`src/rtl/bmask_allocator_pkg.sv`:
```
// Shared types, sizes and bit-vector helpers for the branch-mask allocator.
package bmask_allocator_pkg;

    localparam int B_MASK_WIDTH   = 4;
    localparam int DISPATCH_WIDTH = 2;
    localparam int FREE_CNT_W     = $clog2(B_MASK_WIDTH) + 1;

    typedef logic [B_MASK_WIDTH-1:0] b_mask_t;
    typedef logic [FREE_CNT_W-1:0]   free_cnt_t;

    // Number of set bits in a tag vector.
    function automatic free_cnt_t popcount(input b_mask_t v);
        free_cnt_t n;
        n = '0;
        for (int i = 0; i < B_MASK_WIDTH; i++) begin
            n = n + free_cnt_t'(v[i]);
        end
        return n;
    endfunction

    // True when exactly one tag bit is set.
    function automatic logic is_onehot(input b_mask_t v);
        return popcount(v) == free_cnt_t'(1);
    endfunction

    // Isolates the lowest-index set bit; zero when the input is zero.
    function automatic b_mask_t lowest_one(input b_mask_t v);
        b_mask_t r;
        r = '0;
        for (int i = B_MASK_WIDTH - 1; i >= 0; i--) begin
            if (v[i]) begin
                r    = '0;
                r[i] = 1'b1;
            end
        end
        return r;
    endfunction

endpackage

```
`src/rtl/bmask_free_picker.sv`:
```
// Combinational tag picker: hands free tags to requesting dispatch slots in
// slot order, lowest index first, and stops at the first slot it cannot serve.
module bmask_free_picker
    import bmask_allocator_pkg::*;
(
    input  logic                                         en_i,
    input  logic [B_MASK_WIDTH-1:0]                      free_i,
    input  logic [DISPATCH_WIDTH-1:0]                    req_i,
    output logic [DISPATCH_WIDTH-1:0]                    gnt_o,
    output logic [DISPATCH_WIDTH-1:0][B_MASK_WIDTH-1:0]  tag_o,
    output logic                                         stall_o
);

    b_mask_t remaining;
    logic    stopped;

    // Walk the slots oldest first, consuming free tags until one request misses.
    always_comb begin
        // NOTE: every output and temporary gets a default before any branch so
        // no path leaves a value held, which would otherwise infer a latch.
        gnt_o     = '0;
        tag_o     = '0;
        stall_o   = 1'b0;
        remaining = free_i;
        stopped   = !en_i;
        for (int k = 0; k < DISPATCH_WIDTH; k++) begin
            if (!stopped && req_i[k]) begin
                if (remaining == '0) begin
                    stopped = 1'b1;
                    stall_o = 1'b1;
                end else begin
                    tag_o[k]  = lowest_one(remaining);
                    gnt_o[k]  = 1'b1;
                    remaining = remaining & ~tag_o[k];
                end
            end
        end
    end

endmodule

```
`src/rtl/bmask_allocator.sv`:
```
// Branch-mask allocator: owns the in-flight tag set and the per-tag record of
// older live branches, grants tags to dispatching branches, builds each
// instruction's dependency mask and frees tags on resolve or mispredict.
module bmask_allocator
    import bmask_allocator_pkg::*;
(
    input  logic                                         clock,
    input  logic                                         reset,
    input  logic [DISPATCH_WIDTH-1:0]                    br_req,
    input  logic [DISPATCH_WIDTH-1:0]                    inst_valid,
    output logic [DISPATCH_WIDTH-1:0]                    br_gnt,
    output logic [DISPATCH_WIDTH-1:0][B_MASK_WIDTH-1:0]  br_tag,
    output logic [DISPATCH_WIDTH-1:0][B_MASK_WIDTH-1:0]  inst_b_mask,
    output logic                                         dispatch_stall,
    output logic [FREE_CNT_W-1:0]                        free_count,
    input  logic                                         resolve_valid,
    input  logic [B_MASK_WIDTH-1:0]                      resolve_tag,
    input  logic                                         resolve_mispred,
    output logic [B_MASK_WIDTH-1:0]                      b_mask,
    output logic [B_MASK_WIDTH-1:0]                      next_b_mask
);

    localparam free_cnt_t FREE_ALL = free_cnt_t'(B_MASK_WIDTH);

    b_mask_t alloc_q, alloc_d;
    b_mask_t dep_q [B_MASK_WIDTH];
    b_mask_t dep_d [B_MASK_WIDTH];

    logic    mispred;
    logic    picker_stall;
    b_mask_t resolve_mask;
    b_mask_t live;
    b_mask_t older;
    b_mask_t squash;
    b_mask_t granted_all;
    free_cnt_t granted_pop_sum;

    assign mispred      = resolve_valid && resolve_mispred;
    assign resolve_mask = resolve_valid ? resolve_tag : '0;
    assign live         = alloc_q & ~resolve_mask;

    // A mispredict squashes the whole bundle, so the picker is disabled then.
    // Only tags clear in the registered set are offered, so a tag freed this
    // cycle cannot be handed out until the next one.
    bmask_free_picker u_picker (
        .en_i    (!mispred),
        .free_i  (~alloc_q),
        .req_i   (br_req),
        .gnt_o   (br_gnt),
        .tag_o   (br_tag),
        .stall_o (picker_stall)
    );

    assign dispatch_stall = mispred || picker_stall;

    // Each valid slot depends on every live branch plus branches granted to
    // older slots of the same bundle.
    always_comb begin
        inst_b_mask     = '0;
        older           = live;
        granted_all     = '0;
        granted_pop_sum = '0;
        for (int k = 0; k < DISPATCH_WIDTH; k++) begin
            if (inst_valid[k]) begin
                inst_b_mask[k] = older;
            end
            older           = older | br_tag[k];
            granted_all     = granted_all | br_tag[k];
            granted_pop_sum = granted_pop_sum + popcount(br_tag[k]);
        end
    end

    // Next state: squash or retire the resolving tag, then record new grants.
    always_comb begin
        alloc_d = alloc_q;
        dep_d   = dep_q;
        squash  = '0;
        if (mispred) begin
            // Any branch that recorded the mispredicted tag as older is younger
            // than it and is on the wrong path.
            squash = resolve_tag;
            for (int i = 0; i < B_MASK_WIDTH; i++) begin
                if ((dep_q[i] & resolve_tag) != '0) begin
                    squash[i] = 1'b1;
                end
            end
            alloc_d = alloc_q & ~squash;
        end else if (resolve_valid) begin
            alloc_d = alloc_q & ~resolve_tag;
            for (int i = 0; i < B_MASK_WIDTH; i++) begin
                dep_d[i] = dep_q[i] & ~resolve_tag;
            end
        end
        for (int k = 0; k < DISPATCH_WIDTH; k++) begin
            for (int i = 0; i < B_MASK_WIDTH; i++) begin
                if (br_gnt[k] && br_tag[k][i]) begin
                    alloc_d[i] = 1'b1;
                    dep_d[i]   = inst_b_mask[k];
                end
            end
        end
    end

    // State registers with synchronous reset that discards every tag.
    always_ff @(posedge clock) begin
        if (reset) begin
            alloc_q <= '0;
            // NOTE: the dependency table is tiny and is cleared explicitly so
            // a reset leaves no stale older-branch records behind.
            for (int i = 0; i < B_MASK_WIDTH; i++) begin
                dep_q[i] <= '0;
            end
        end else begin
            // NOTE: non-blocking assignments here so every register samples
            // the pre-edge next-state values regardless of statement order.
            alloc_q <= alloc_d;
            for (int i = 0; i < B_MASK_WIDTH; i++) begin
                dep_q[i] <= dep_d[i];
            end
        end
    end

    assign b_mask      = alloc_q;
    assign next_b_mask = reset ? '0 : alloc_d;
    assign free_count  = FREE_ALL - popcount(alloc_q);

    // Resolve must name exactly one tag, and that tag must be in flight.
    a_resolve_onehot: assert property (@(posedge clock) disable iff (reset)
        resolve_valid |-> is_onehot(resolve_tag));
    a_resolve_live: assert property (@(posedge clock) disable iff (reset)
        resolve_valid |-> ((resolve_tag & ~alloc_q) == '0));

    // Granted tags are single bits, never already in flight, never shared.
    for (genvar k = 0; k < DISPATCH_WIDTH; k++) begin : g_tag_chk
        a_tag_onehot: assert property (@(posedge clock) disable iff (reset)
            popcount(br_tag[k]) <= free_cnt_t'(1));
    end
    a_grant_fresh: assert property (@(posedge clock) disable iff (reset)
        (granted_all & alloc_q) == '0);
    a_grant_disjoint: assert property (@(posedge clock) disable iff (reset)
        popcount(granted_all) == granted_pop_sum);

endmodule

```
`config.mk`:
```
export PLATFORM = sky130hd
export DESIGN_NAME = bmask_allocator
export DESIGN_NICKNAME = d
export VERILOG_FILES = /design/src/rtl/bmask_allocator_pkg.sv /design/src/rtl/bmask_free_picker.sv /design/src/rtl/bmask_allocator.sv
export SDC_FILE = /design/constraint.sdc
export NUM_CORES = 1
export LEC_CHECK = 0
export CORE_ASPECT_RATIO = 1.75
export CORE_MARGIN = 5
export CORE_UTILIZATION = 40
export DETAILED_ROUTE_END_ITERATION = 16
export PLACE_DENSITY = 0.69
export SYNTH_ARGS = -nofsm -noshare
export SYNTH_HDL_FRONTEND = slang
export SYNTH_HIERARCHICAL = 1
export SYNTH_SLANG_ARGS = --single-unit
export TNS_END_PERCENT = 5
```
`constraint.sdc`:
```
create_clock -name clock -period 2.85 [get_ports clock]
set_clock_uncertainty 0.05 [all_clocks]
set_input_delay 0.285 -clock clock [delete_from_list [all_inputs] [get_ports clock]]
set_output_delay 0.285 -clock clock [all_outputs]
set_load 0.01 [all_outputs]
```
* Word-level counts from Yosys, hierarchy flattened *
Cells that the tools add are included.

word-level totals
  bits in latches = 0
  bits in writable memories = 0
  memory bits (read-only) = 0
  bits in registers = 20
  logic and storage cells = 117
  memories = 0
  output and inout port bits = 30

cells by class
  order comparisons = 0
  bitwise operators = 18
  divide/modulo/power cells = 0
  $mul = 0
  $add $sub $neg = 4
  muxes and demuxes = 58
  reductions and logical operators = 28
  shift operators = 0
  equality and inequality tests = 4

operators by type and width
  operator             count
  $mux 4               30
  $and 4x4->4          12
  $mux 16              2
  $mux 1               26
  $not 4->4            5
  $reduce_bool 4->1    4
  $ne 3x1->1 const B   4
  $reduce_bool 3->1    4
  $logic_and 1x1->1    11
  $logic_not 4->1      2
  $reduce_and 2->1     4
  $or 4x4->4           1
  $add 2x1->3          1
  $add 3x1->3          1
  $sub 3x3->3 const A  1
  $add 1x1->2          1
  $logic_not 1->1      2
  $logic_or 1x1->1     1

* Logic depth before layout (Yosys ltp) *
Gate-level depths: netlist of run 1.

  depth after elaboration = 20
  mapped depth = 11
  mapped depth without buffers = 8

* Cells and area by module *
Netlist of run 1, hierarchy kept.

by module, submodules not included
  module             seq. area each (um^2)  cells each  area each (um^2)  instances
  bmask_allocator    320.3                  163         1408.9            1
  bmask_free_picker  0.0                    38          296.5             1

* Worst setup path before layout of run 1 *
OpenSTA, ideal clock, no wires.

  path kind = in2out
  from = input resolve_valid
  to = output next_b_mask[2]
  path buffers = 3
  data arrival time = 2.282 ns
  stages = 11
  setup slack = 0.233 ns
  cells stage by stage = buf_6 -> and2_1 -> inv_1 -> buf_2 -> a21boi_1 -> o21ai_1 -> a211oi_1 -> buf_2 -> a22o_1 -> a21oi_1 -> a21oi_1

on the way
  elaborated cells between the ends (all ways) = 25
  those cells by class = mux: 17; reduce/logical: 8

RTL lines
  what                                                       RTL line                                          source
  start: declaration                                         bmask_allocator.sv:16                             input logic resolve_valid,
  $logic_and 1x1->1 (*)                                      bmask_allocator.sv:38                             assign mispred = resolve_valid && resolve_mispred;
  $logic_not 1->1                                            bmask_allocator.sv:46                             .en_i (!mispred),
  $logic_and 1x1->1                                          bmask_free_picker.sv:27                           if (!stopped && req_i[k]) begin
  $mux 4 / $mux 1 (equally long branches)                    bmask_free_picker.sv:27
  $logic_not 4->1 / $logic_not 1->1 (equally long branches)  bmask_free_picker.sv:28, bmask_free_picker.sv:27
  $mux 1 / $logic_and 1x1->1 (equally long branches)         bmask_free_picker.sv:28, bmask_free_picker.sv:27
  $mux 1 (*)                                                 bmask_free_picker.sv:27
  via br_gnt[1]                                              bmask_allocator.sv:11                             output logic [DISPATCH_WIDTH-1:0] br_gnt,
  $logic_and 1x1->1 (*)                                      bmask_allocator.sv:96                             if (br_gnt[k] && br_tag[k][i]) begin
  $mux 1 (*)                                                 bmask_allocator.sv:96
  $mux 4 (*)                                                 -
  end: declaration                                           bmask_allocator.sv:20                             output logic [B_MASK_WIDTH-1:0] next_b_mask

The timed path passes the listed nets; every way through them passes the cells marked *.

* Worst setup path in the final report of run 1 *
  from = input resolve_valid
  to = output next_b_mask[2]

on the way
  cells in the longest elaborated chain, start to end = 12
  elaborated cells between the ends (all ways) = 25
  those cells by class = mux: 17; reduce/logical: 8

RTL lines
  what                  RTL line                   source
  $logic_and 1x1->1     bmask_allocator.sv:38
  $logic_not 1->1       bmask_allocator.sv:46
  $logic_and 1x1->1     bmask_free_picker.sv:27
  $mux 4                bmask_free_picker.sv:27
  $mux 4 (3 in series)  bmask_allocator_pkg.sv:31  if (v[i]) begin
  $mux 4                bmask_free_picker.sv:28    if (remaining == '0) begin
  $mux 4                bmask_free_picker.sv:27
  $logic_and 1x1->1     bmask_allocator.sv:96
  $mux 1 (*)            bmask_allocator.sv:96
  $mux 4 (*)            -

Mark *: on every way between the ends. The rest lies on a longest branch, timed or not.

==> results.md, run 1 <==
## Status
• finished, final reports clean — outcome

## Setup path
• 8 — crit-path max FO
• in -> out — Setup Crit Path Kind
• 2.44 ns — CP Data Arrival Time
• 9 — number of cells on the worst reg-to-reg path
• 2.52 ns — required time at the endpoint of the critical path
• output pin — CP Capture Type
• input port — Critical Path Start Type

## Timing
• true — unrepaired setup endpoints after global routing
• 0 — max-slew violation count
• 2.78 ns — time the worst path needs with I/O delays and setup
• 70.7% — Slew Limit Headroom
• 97.5% — Tcrit/Tclk final
• 0.438 ns — Slew @ Worst Pin
• 0 — Hold Fails Final Rpt
• 360 MHz — highest attainable clock frequency
• 0 ns — final total negative setup slack
• 0 — final setup violating endpoints

## Synth
• 216 — Synth Net Count
• 18.8% — fraction of post-synthesis cell area in the top cell type by area
• dfxtp_1 — most area-hungry cell type in the Yosys netlist
• 18.8% — fraction of the yosys area taken by sequential cells
• 51 — Netlist cell types
• 0% — Post-synth ARST share
• 8.48 um2 — mean instance size in the synthesized netlist
• dfxtp_1, a311oi_1, a211oi_1 — cell types occupying the most area after synthesis
• 0 — number of synthesized flops with an enable pin
• 16 — synthesized flop and latch total
• 6 — yosys synthesis warning count
• 1710 um2 — netlist area before placement
• 201 — Syn Inst Count
• dfxtp_1 — prevailing post-synth register cell

## Detailed routing
• 6.22 mm — final wirelength
• 0 — number of design rule violations left after detail routing
• 6.31 — via-per-instance ratio
• 19.4 um — detailed-route wire length per cell
• 2,018 — routed vias
• 7 — iteration count of the initial detailed-routing pass
• 81 — First DRT Iteration DRCs
• 0 — remaining number of nets flagged by the antenna check after routing

## Finish
• 320 — final std cells w/o fill
• 389 — fill count
• 43.3% — post-synthesis to final-layout area growth
• 0 — antenna fix cells
• 288 — count of nets after finishing
• 320 um2 — combined flip-flop and latch cell area
• 25.5% — ratio of cells with drive above 1 in the final layout
• 1240 um2 — area of combinational cells with multiple inputs
• 58.9% — final core utilization

## Clock network
• 0 — Post-CTS Hold Fix Bufs
• 0.06 ns — clock slew at reported path FFs
• 3 — clock buffers created by TritonCTS
• 2 — Clock Path Buffers
• 0.25 ns — Clock Latency Late Sink
• clkbuf_8 — root buffer selected by CTS
• 16 — Sink Count
• yes — CTS tree
• 1 — number of H-tree levels

## Floorplan
• 31 — num rows
• 96.4 um — die span in y
• 42 — Top Ports
• 59.4 um — Die Span X
• 41.1% — initial cell density of the core
• 4150 um2 — Std-Cell Core Area
• 5720 um2 — area of the die

## Placement
• 0.931 — gpl congestion
• 5.00 mm — half-perimeter wire length after detailed placement
• 316 — # placed instances
• 41 — Port Buf Inserts

## Hold path
• 2 — count of cells along the worst hold path
• reg -> reg — worst hold path type

## GRT
• 9.92 mm — wire length of the first global-routing pass
• 0 — antenna violations before repair
• 0 — Remaining Overflow, GRT
• 17 — pin count of the biggest net entering global routing
• 2,023 — vias in the first global route
• 22.9% — global-route total usage across every layer

## Pwr
• 661 uW — overall power of the completed layout
• 0.000969 uW — Pleak
• 270 nW/um2 — power per cell area
• 203 uV — worst voltage drop across the vdd grid

## Run
• 0 — max-cap violation count

==> cell usage in the layout, fill, tap and decap left out, types with 5 or more instances in the layout <==
cell type,instances
a211oi_1,11
a21boi_0,7
a21oi_1,5
a311oi_1,11
a32oi_1,7
and2_1,13
buf_4,46
clkdlybuf4s50_1,35
dfxtp_1,16
nand2_1,15
nand3b_1,5
nand4_1,8
nor3_1,5
o31ai_1,7
==> stage by stage <==
stage          cell area, um2  hold slack [ns]  setup slack [ns]
2_1_floorplan            1710            0.422             0.233
3_3_place_gp             2360            0.433            -0.350
3_5_place_dp             2360            0.442            -0.325
4_1_cts                  2410            0.450            -0.200
5_1_grt                  2440            0.481           -0.0333
6_report                 2440            0.445            0.0708
==> worst max-delay path, stage by stage <==
cell and delay (ns):
clkdlybuf4s50_1 0.49, and2_4 0.16, inv_2 0.07, buf_4 0.17, and4b_2 0.24, o2111a_1 0.28
a22o_1 0.24, a21oi_1 0.12, a21oi_1 0.10, dlygate4sd2_1 0.29
==> repair_timing <==
| action | in CTS | in global routing |
|---|---|---|
| endpoints found under the hold margin | 0 | 0 |
| gates resized for setup | 7 | 6 |
| cloned | 0 | 0 |
| setup endpoints to repair | 6 | 9 |
| buffers inserted | 0 | 1 |
| pin swaps | 0 | 1 |
==> per-layer routing <==
metal	GRT usage (%)	share of wire [%]	vias up
li1	-	-	940
met1	23.5	36	962
met2	41.2	53	92
met3	3.46	5.1	24
met4	15.5	5.4	0
met5	0	0	-
==> final timing paths <==
| path | start | end | slack [ns] |
|---|---|---|---|
| hold reg to reg | dep_q[13] | dep_q[13] | 0.44 |
| setup / recovery | resolve_valid | next_b_mask[2] | 0.07 |
| hold / removal | dep_q[13] | dep_q[13] | 0.44 |
| setup reg to reg | b_mask[0] | dep_q[0] | 0.61 |
==> flip-flops by register name, indices dropped and copies added (netlist names) <==
signal  cells
b_mask      4
dep_q      12
==> power by group <==
| part | switching [uW] | internal, uW | total [uW] | leakage, uW |
|---|---|---|---|---|
| sequential | 4.81 | 230 | 235 | 0.000130 |
| clock | 81.7 | 94.0 | 176 | 0.0000216 |
| combinational | 126 | 124 | 250 | 0.000818 |
| total | 213 | 448 | 661 | 0.000969 |
==> synthesized netlist by cell type (6+ instances only) <==
master / number
a211oi_1: 12
nand4_1: 8
a21boi_0: 7
a21oi_1: 6
a311oi_1: 11
dfxtp_1: 16
nor3_1: 6
and2_1: 14
o31ai_1: 7
a32oi_1: 7
buf_2: 8
buf_6: 7
nand2_1: 15
==> cells by family (layout without fill, tap and decap cells) <==
kind of cell	count (synthesis)	in the layout	share of synthesized area, %
adders and majority gates	3	3	2.64
AOI/OAI and AO/OA	85	85	43.1
and+or+nand+nor	71	71	25.4
buffers and inverters	26	96	10.1
DFF	16	16	18.8
==> area by class of cell <==
class	instances	area share, %
Multi-Input combinational cell	159	50.8
Timing Repair Buffer	87	30.9
Sequential cell	16	13.1
Tap cell	49	2.51
Clock buffer	3	1.69
Inverter	6	0.922
No activity file was read; power rests on OpenSTA's default activity.
==> run 2, diff against run 1 <==
- GPL_TIMING_DRIVEN: default -> 0
- SKIP_CTS_REPAIR_TIMING: default -> 1
==> run 2 against run 1 <==
- the flow now finishes with violations (negative setup slack)
- combinational power fell by 12%
- maximum frequency fell by 5.8%
- register-to-register slack improved by 0.08 ns
- power shrank 3.8%
- largest cell class unchanged
==> results.md, run 2 (same netlist as run 1, synthesis figures left out) <==
## Setup path
• dep_q[0] — FF-to-FF End
• b_mask[0] — Worst R2R Start
• output pin — CP Capture Type
• 0.69 ns — worst reg-to-reg setup slack
• 10 — crit-path max FO
• 2.62 ns — CP Data Arrival Time
• in -> out — Setup Crit Path Kind
• next_b_mask[1] — end point of the critical path
• 8 — number of cells on the worst reg-to-reg path
• resolve_mispred — Critical Path Source
• 2.52 ns — required time at the endpoint of the critical path
• input port — Critical Path Start Type

## Timing
• 0.354 ns — Worst Hold Slack
• 104% — Tcrit/Tclk final
• 69.3% — Slew Limit Headroom
• 0 — Hold Fails Final Rpt
• 339 MHz — highest attainable clock frequency
• 0 — max-slew violation count
• 2.95 ns — time the worst path needs with I/O delays and setup
• 0.460 ns — Slew @ Worst Pin
• -0.102 ns — final worst-path setup slack
• 1 — final setup violating endpoints
• true — unrepaired setup endpoints after global routing

## Clock network
• 0.07 ns — clock slew at reported path FFs
• 2 — Clock Path Buffers
• clkbuf_8 — root buffer selected by CTS
• 3 — clock buffers created by TritonCTS
• yes — CTS tree
• 1 — number of H-tree levels
• 0.25 ns — Clock Latency Late Sink
• 16 — Sink Count

## Detailed routing
• 1,882 — routed vias
• 20.3 um — detailed-route wire length per cell
• 56 — First DRT Iteration DRCs
• 0 — number of design rule violations left after detail routing
• 5.95 mm — final wirelength
• 5 — iteration count of the initial detailed-routing pass
• 6.42 — via-per-instance ratio
• 0 — remaining number of nets flagged by the antenna check after routing

## Pwr
• 230 uV — worst voltage drop across the vdd grid
• 636 uW — overall power of the completed layout
• 0.000846 uW — Pleak
• 281 nW/um2 — power per cell area

## Floorplan
• 4150 um2 — Std-Cell Core Area
• 96.4 um — die span in y
• 41.1% — initial cell density of the core
• 59.4 um — Die Span X
• 42 — Top Ports
• 31 — num rows
• 5720 um2 — area of the die

## Status
• finished with violations — outcome
• negative setup slack — failing checks

## Finish
• 261 — count of nets after finishing
• dep_q — Largest Register
• 32.7% — post-synthesis to final-layout area growth
• 12 — number of flip-flops in the largest register
• clkdlybuf4s50_1, nand2_1, and2_1, dfxtp_1 — commonest cells after routing, fill and taps aside
• 0 — antenna fix cells
• 21.3% — ratio of cells with drive above 1 in the final layout
• 293 — final std cells w/o fill
• clkdlybuf4s50_1 — most common cell after layout, fill and taps aside

## Placement
• 287 — # placed instances
• 37 — Port Buf Inserts
• -0.926 ns — Post-Place Worst Slack
• 4.63 mm — half-perimeter wire length after detailed placement
• 0.874 — gpl congestion

## GRT
• 0 — Remaining Overflow, GRT
• met2 — global routing's busiest layer
• 11 — pin count of the biggest net entering global routing
• 9.63 mm — wire length of the first global-routing pass
• 22.8% — met1 layer usage reported by global route
• 22.2% — global-route total usage across every layer
• 41.2% — met2 track demand over resource in global routing
• 1,971 — vias in the first global route
• 0 — antenna violations before repair
• 3.06% — GR Util met3

## Hold path
• in -> reg — worst hold path type
• 3 — count of cells along the worst hold path

## Run
• 0 — max-cap violation count

-- run 2: how the worst min path moves through the flow --
stage                        startpoint   endpoint  slack (ns)
after global placement        dep_q[14]  dep_q[14]        0.44
after global routing      inst_valid[0]  dep_q[13]        0.39
final                     inst_valid[0]  dep_q[14]        0.35
after CTS                 inst_valid[0]  dep_q[14]        0.36
after floorplan               dep_q[15]  dep_q[15]        0.42
after detailed placement      dep_q[14]  dep_q[14]        0.44
-- run 2: layout make-up --
type	instances	area (um2)
fillers	411	1890
multi-input cells	159	1260
repair buffers	40	395
flip-flops and latches	16	324
plain buffers	20	159
well taps	49	61.3
clock buffers	3	41.3
inverters	6	26.3
-- run 2: report_power, final --
| group | total [uW] | internal [uW] | switching (uW) | leakage (uW) |
|---|---|---|---|---|
| clock network | 178 | 94.0 | 83.6 | 0.0000216 |
| registers | 239 | 231 | 8.13 | 0.000131 |
| logic | 219 | 100 | 119 | 0.000694 |
-- run 2: worst max-delay path: stages --
cell and delay [ns]:
clkbuf_2 0.16, and2_4 0.20, clkinvlp_4 0.13, clkbuf_4 0.20, a21boi_1 0.18, o21ai_1 0.09, a211oi_2 0.26, buf_6 0.20
a22o_4 0.15, a21oi_1 0.05, a21oi_2 0.15, clkdlybuf4s50_1 0.56
-- run 2: routing by layer --
metal / vias up / share of wire (%)
li1: 884 / -
met3: 19 / 4.5
met4: 0 / 3.9
met2: 70 / 55
met5: - / 0
met1: 909 / 37
-- run 2: stage by stage --
step,instance area (um2),TNS (ns),util [%]
after floorplan,1710,0,-
after global placement,2140,-7.46,51.5
after detailed placement,2140,-7.64,51.5
after CTS,2180,-5.10,52.5
after global routing,2260,-0.231,54.5
final,2260,-0.102,54.5
